File: config.mk
export PLATFORM = sky130hd
export DESIGN_NAME = rob_param
export DESIGN_NICKNAME = d
export VERILOG_FILES = /design/src/rtl/rob_param.sv
export SDC_FILE = /design/constraint.sdc
export NUM_CORES = 2
export LEC_CHECK = 0
export CAP_MARGIN = 15
export CORE_MARGIN = 1.5
export CORE_UTILIZATION = 56
export DETAILED_ROUTE_END_ITERATION = 16
export GPL_TIMING_DRIVEN = 0
export PLACE_DENSITY = 0.83
export SLEW_MARGIN = 10
export SYNTH_ARGS = -nofsm -noshare
export SYNTH_HDL_FRONTEND = slang
export SYNTH_SLANG_ARGS = --single-unit
File: constraint.sdc
create_clock -name clk -period 4.8 [get_ports clk]
set_input_delay 1.2 -clock clk [delete_from_list [all_inputs] [get_ports clk]]
set_output_delay 1.2 -clock clk [all_outputs]
set_load 0.05 [all_outputs]
File: src/rtl/rob_param.sv
// Reorder buffer: in-order allocate, out-of-order complete, in-order retire.
// Supports multi-port writeback, multi-wide commit and mispredict truncation.
module rob_param #(
  parameter int DEPTH    = 16,
  parameter int TAG_W    = $clog2(DEPTH),
  parameter int PREG_W   = 7,
  parameter int WB_PORTS = 3,
  parameter int COMMIT_W = 2
) (
  input  logic                         clk,
  input  logic                         rst_n,
  input  logic                         disp_valid,
  output logic                         disp_ready,
  input  logic [PREG_W-1:0]            disp_pd_new,
  input  logic [PREG_W-1:0]            disp_pd_old,
  input  logic [31:0]                  disp_pc,
  output logic [TAG_W-1:0]             disp_tag,
  input  logic [WB_PORTS-1:0]          wb_valid,
  input  logic [WB_PORTS*TAG_W-1:0]    wb_tag,
  input  logic                         flush_valid,
  input  logic [TAG_W-1:0]             flush_tag,
  output logic [COMMIT_W-1:0]          commit_valid,
  output logic [COMMIT_W*PREG_W-1:0]   commit_pd_old,
  output logic [COMMIT_W*PREG_W-1:0]   commit_pd_new,
  output logic [COMMIT_W*32-1:0]       commit_pc,
  output logic [TAG_W:0]               count,
  output logic                         empty,
  output logic                         full
);

  localparam int PW = TAG_W + 1;

  logic [PW-1:0]     head_q, head_d;
  logic [PW-1:0]     tail_q, tail_d;
  logic [DEPTH-1:0]  vld_q, vld_d;
  logic [DEPTH-1:0]  cmp_q, cmp_d;
  logic [PREG_W-1:0] pdn_q [DEPTH];
  logic [PREG_W-1:0] pdo_q [DEPTH];
  logic [31:0]       pc_q  [DEPTH];

  logic [TAG_W-1:0]  head_idx;
  logic [TAG_W-1:0]  tail_idx;
  logic [TAG_W-1:0]  flush_off;
  logic [TAG_W-1:0]  c_idx;
  logic [TAG_W-1:0]  w_idx;
  logic [TAG_W-1:0]  age;
  logic              run;
  logic [PW-1:0]     n_commit;
  logic              disp_fire;

  assign head_idx   = head_q[TAG_W-1:0];
  assign tail_idx   = tail_q[TAG_W-1:0];
  assign flush_off  = flush_tag - head_idx;

  assign count      = tail_q - head_q;
  assign empty      = (tail_q == head_q);
  assign full       = (tail_q[TAG_W] != head_q[TAG_W]) &&
                      (tail_idx == head_idx);
  assign disp_ready = !full && !flush_valid;
  assign disp_fire  = disp_valid && disp_ready;
  assign disp_tag   = tail_idx;

  // Retire a contiguous completed prefix; a flush caps it at the branch.
  always_comb begin
    commit_valid  = '0;
    commit_pd_old = '0;
    commit_pd_new = '0;
    commit_pc     = '0;
    n_commit      = '0;
    run           = 1'b1;
    c_idx         = '0;
    for (int i = 0; i < COMMIT_W; i++) begin
      c_idx = head_idx + TAG_W'(i);
      run   = run && (PW'(i) < count) && vld_q[c_idx] && cmp_q[c_idx] &&
              !(flush_valid && (TAG_W'(i) > flush_off));
      commit_valid[i] = run;
      commit_pd_old[i*PREG_W +: PREG_W] = pdo_q[c_idx];
      commit_pd_new[i*PREG_W +: PREG_W] = pdn_q[c_idx];
      commit_pc[i*32 +: 32]             = pc_q[c_idx];
      n_commit = n_commit + PW'(run);
    end
  end

  always_comb begin
    vld_d  = vld_q;
    cmp_d  = cmp_q;
    head_d = head_q + n_commit;
    tail_d = tail_q;
    w_idx  = '0;
    age    = '0;
    for (int p = 0; p < WB_PORTS; p++) begin
      w_idx = wb_tag[p*TAG_W +: TAG_W];
      if (wb_valid[p] && vld_q[w_idx]) begin
        cmp_d[w_idx] = 1'b1;
      end
    end
    for (int i = 0; i < COMMIT_W; i++) begin
      if (commit_valid[i]) begin
        vld_d[head_idx + TAG_W'(i)] = 1'b0;
        cmp_d[head_idx + TAG_W'(i)] = 1'b0;
      end
    end
    // Squash after writeback so a same-cycle wb cannot revive an entry.
    if (flush_valid) begin
      tail_d = head_q + PW'(flush_off) + PW'(1);
      for (int j = 0; j < DEPTH; j++) begin
        age = TAG_W'(j) - head_idx;
        if (age > flush_off) begin
          vld_d[j] = 1'b0;
          cmp_d[j] = 1'b0;
        end
      end
    end else if (disp_fire) begin
      tail_d          = tail_q + PW'(1);
      vld_d[tail_idx] = 1'b1;
      cmp_d[tail_idx] = 1'b0;
    end
  end

  always_ff @(posedge clk or negedge rst_n) begin
    if (!rst_n) begin
      head_q <= '0;
      tail_q <= '0;
      vld_q  <= '0;
      cmp_q  <= '0;
    end else begin
      head_q <= head_d;
      tail_q <= tail_d;
      vld_q  <= vld_d;
      cmp_q  <= cmp_d;
    end
  end

  always_ff @(posedge clk or negedge rst_n) begin
    if (!rst_n) begin
      for (int j = 0; j < DEPTH; j++) begin
        pdn_q[j] <= '0;
        pdo_q[j] <= '0;
        pc_q[j]  <= '0;
      end
    end else if (disp_fire) begin
      pdn_q[tail_idx] <= disp_pd_new;
      pdo_q[tail_idx] <= disp_pd_old;
      pc_q[tail_idx]  <= disp_pc;
    end
  end

endmodule
==> out/qor.csv <==
metric,value,unit
final slew viol count,0,
Via density,7.07,
# H-tree levels,3,
DP Worst Slack,-2430,ps
Mapped Area,43100,µm²
I/O pin cnt,175,
post-route cell area,49700,µm²
"Reg clk slew, reported paths",60,ps
Final Skew,20.3,ps
Yosys top cell area share,45.1,%
Mapped Avg Cell Area,14.1,µm²
Worst slew margin,22.6,%
Pre-Repair DR Iteration Count,8,
final WL,135000,µm
Cells after Synth,3056,
CP dominant cell by count,buf_4,
final hold violation count,0,
critical path's slowest cell,mux4_2,
fin crit share,101,%
register area,19500,µm²
Antenna Nets Post-Route,0,
"EDFF count, synth",0,
GRT overflow,0,
kind of end point of the critical path,output pin,
HPWL Detailed,89300,µm
"most common cell after layout, fill and taps aside",dfrtp_1,
RSZ-0062 raised after global routing,yes,
r2r endpoint,pc_q[299],
kind of critical path,flip-flop to output pin,
layout cells sized above 1,45.2,%
cells on worst reg2reg path,12,
clk root buf,clkbuf_16,
Num CTS Buffers,82,
crit path buf inv count,6,
"commonest non-fill, non-tap cells in the layout","dfrtp_1, mux2_2, nand2_1",
fmax,0.207,GHz
post-synthesis net count,3190,
GRT Overall Usage,35.2,%
Initial Utilization,56.7,%
Worst-Margin Slew,1160,ps
DP Area,46400,µm²
crit path from,head_q[0],
crit-path leading delay family,buffers and inverters,
"FF+latch count, synth",778,
FILL cells,5205,
internal reg-to-reg setup slack,270,ps
violations in the final reports,setup timing,
clock insertion delay at the later pin of the skew report,650,ps
first-pass GRT wire length,204000,µm
post-route minimum period,4830,ps
hold-fix buffers at CTS,0,
worst r2r src,head_q[3],
Port Buf Inserts,172,
Clock Sinks,778,
Final Worst Setup Slack,-30.2,ps
Die Width,281,µm
Die H,281,µm
row count,101,
Placer Congestion,1.02,
footprint of the multi-input gates,22300,µm²
initial antenna violation count,3,
"Top FF cell, synth",dfrtp_1,
data arrival time of the worst path,3630,ps
status,finished with violations,
CORE AREA,76100,µm²
"Setup violations, final",3,
clk buf depth,3,
Synthesis Warnings,0,
CP Data Required Time,3600,ps
die area,78700,µm²
pin count of the biggest net entering global routing,109,
"area leader, netlist",dfrtp_1,
drt wl/cell,30.5,µm
max-cap violations,0,
CP Max Fanout,10,
worst path cell trace,buf_4 -> buf_6 -> buf_8 -> buf_4 -> buf_4 -> mux4_2 -> mux4_2 -> dlygate4sd2_1,
CTS tree,yes,
Synth cell types,63,
via count,31400,
"top cells by area, synth","dfrtp_1, mux4_2, mux2_2, nand2_1, ha_1",
CP peak stage delay,510,ps
initial drt markers,4094,
Nets,3477,
ys async rst share,100,%
startpoint types,flip-flop,
drt drc,0,
area delta synth->final,15.3,%
sequential area share after synthesis,45.1,%
Worst Hold Class,input pin to async pin,
vias in the first global route,32200,
==> layout make-up <==
cell class              count  share of cell area [%]
diodes                      4                  0.0201
plain buffers             269                    3.37
clock buffers             119                    4.89
clock inverters            31                   0.846
inverters                  50                   0.398
multi-input cells        1959                    44.9
flip-flops and latches    778                    39.2
well taps                1030                    2.59
repair buffers            203                    3.77
==> worst register-to-register path, cell delays in order, from the launching register on <==
cell,delay (ps)
dfrtp_1,480
buf_6,230
inv_2,180
buf_8,230
ha_1,390
nand4_1,190
o211ai_1,630
nor2_1,280
nand2_1,170
clkbuf_1,790
clkbuf_1,650
nand2_1,140
nand2_1,100
==> cell usage after synthesis, drive strengths merged (3+ instances only) <==
library cell / n
o31ai: 28
xnor2: 20
nor4: 10
nor2b: 10
o41ai: 4
and3: 4
nand2: 491
or2: 3
xor2: 8
clkbuf: 118
o221ai: 5
inv: 50
nand3: 19
nor4b: 4
nor3: 28
fa: 5
nor2: 26
nand3b: 4
a21o: 7
a311o: 4
a31oi: 10
and2: 9
nand4: 14
a41oi: 4
buf: 151
mux4: 465
nand2b: 8
o21ai: 34
a41o: 6
a311oi: 4
a21boi: 3
a21oi: 27
dfrtp: 778
mux2: 600
ha: 60
nor3b: 5
nand4b: 5
o32ai: 6
==> worst max-delay path by stage <==
stage | end | slack [ps] | cells after the start
after floorplan | commit_valid[1] | 50 | 11
after global placement | pc_q[121] | -32340 | 1
after detailed placement | commit_pd_old[8] | -2430 | 9
after CTS | commit_pc[4] | -60 | 8
after global routing | commit_pc[14] | -30 | 8
final | commit_pc[14] | -30 | 8
==> through the flow <==
| stage | std cells | setup TNS [ps] | hold WS [ps] | util (%) |
|---|---|---|---|---|
| after floorplan | 3056 | 0 | 458 | - |
| after global placement | 4258 | - | 473 | 60.7 |
| after detailed placement | 4268 | -145620 | 483 | 61.0 |
| after CTS | 4439 | -250 | 474 | 65.4 |
| after global routing | 4441 | -66.7 | 498 | 65.3 |
| final | 4443 | -54.7 | 455 | 65.3 |
==> kinds of logic (layout without fill, tap and decap cells) <==
logic type,Yosys count,in the layout,synth area share [%]
buf+inv,319,672,3.31
fa+ha+maj,65,65,1.97
mux,1065,1065,40.0
simple gates,646,646,6.55
xor+xnor,28,28,0.569
flops,778,778,45.1
compound gates,155,155,2.50
other cells,0,4,0
==> routing by layer <==
metal  up-vias  part of all wire (%)  track usage (%)
li1      12100                     -                -
met1     16200                    35             44.9
met2      2476                    46             53.8
met3       567                    12             10.2
met4         0                   6.5             20.6
met5         -                     0                0
==> state kept, by name, indices dropped and copies added, names as in the netlist <==
signal,flops
pdn_q,112
tail_q,5
pdo_q,112
pc_q,512
cmp_q,16
head_q,5
vld_q,16
==> repair_timing <==
| action | 4_1_cts | 5_1_grt |
|---|---|---|
| endpoints found under the hold margin | 0 | 0 |
| buffers inserted | 21 | 0 |
| setup endpoints to repair | 101 | 73 |
| pin swaps | 10 | 1 |
| resized for setup | 536 | 71 |
Power is not shown: default switching activity piles up to over one toggle a cycle in this logic, so the estimate is an artifact.
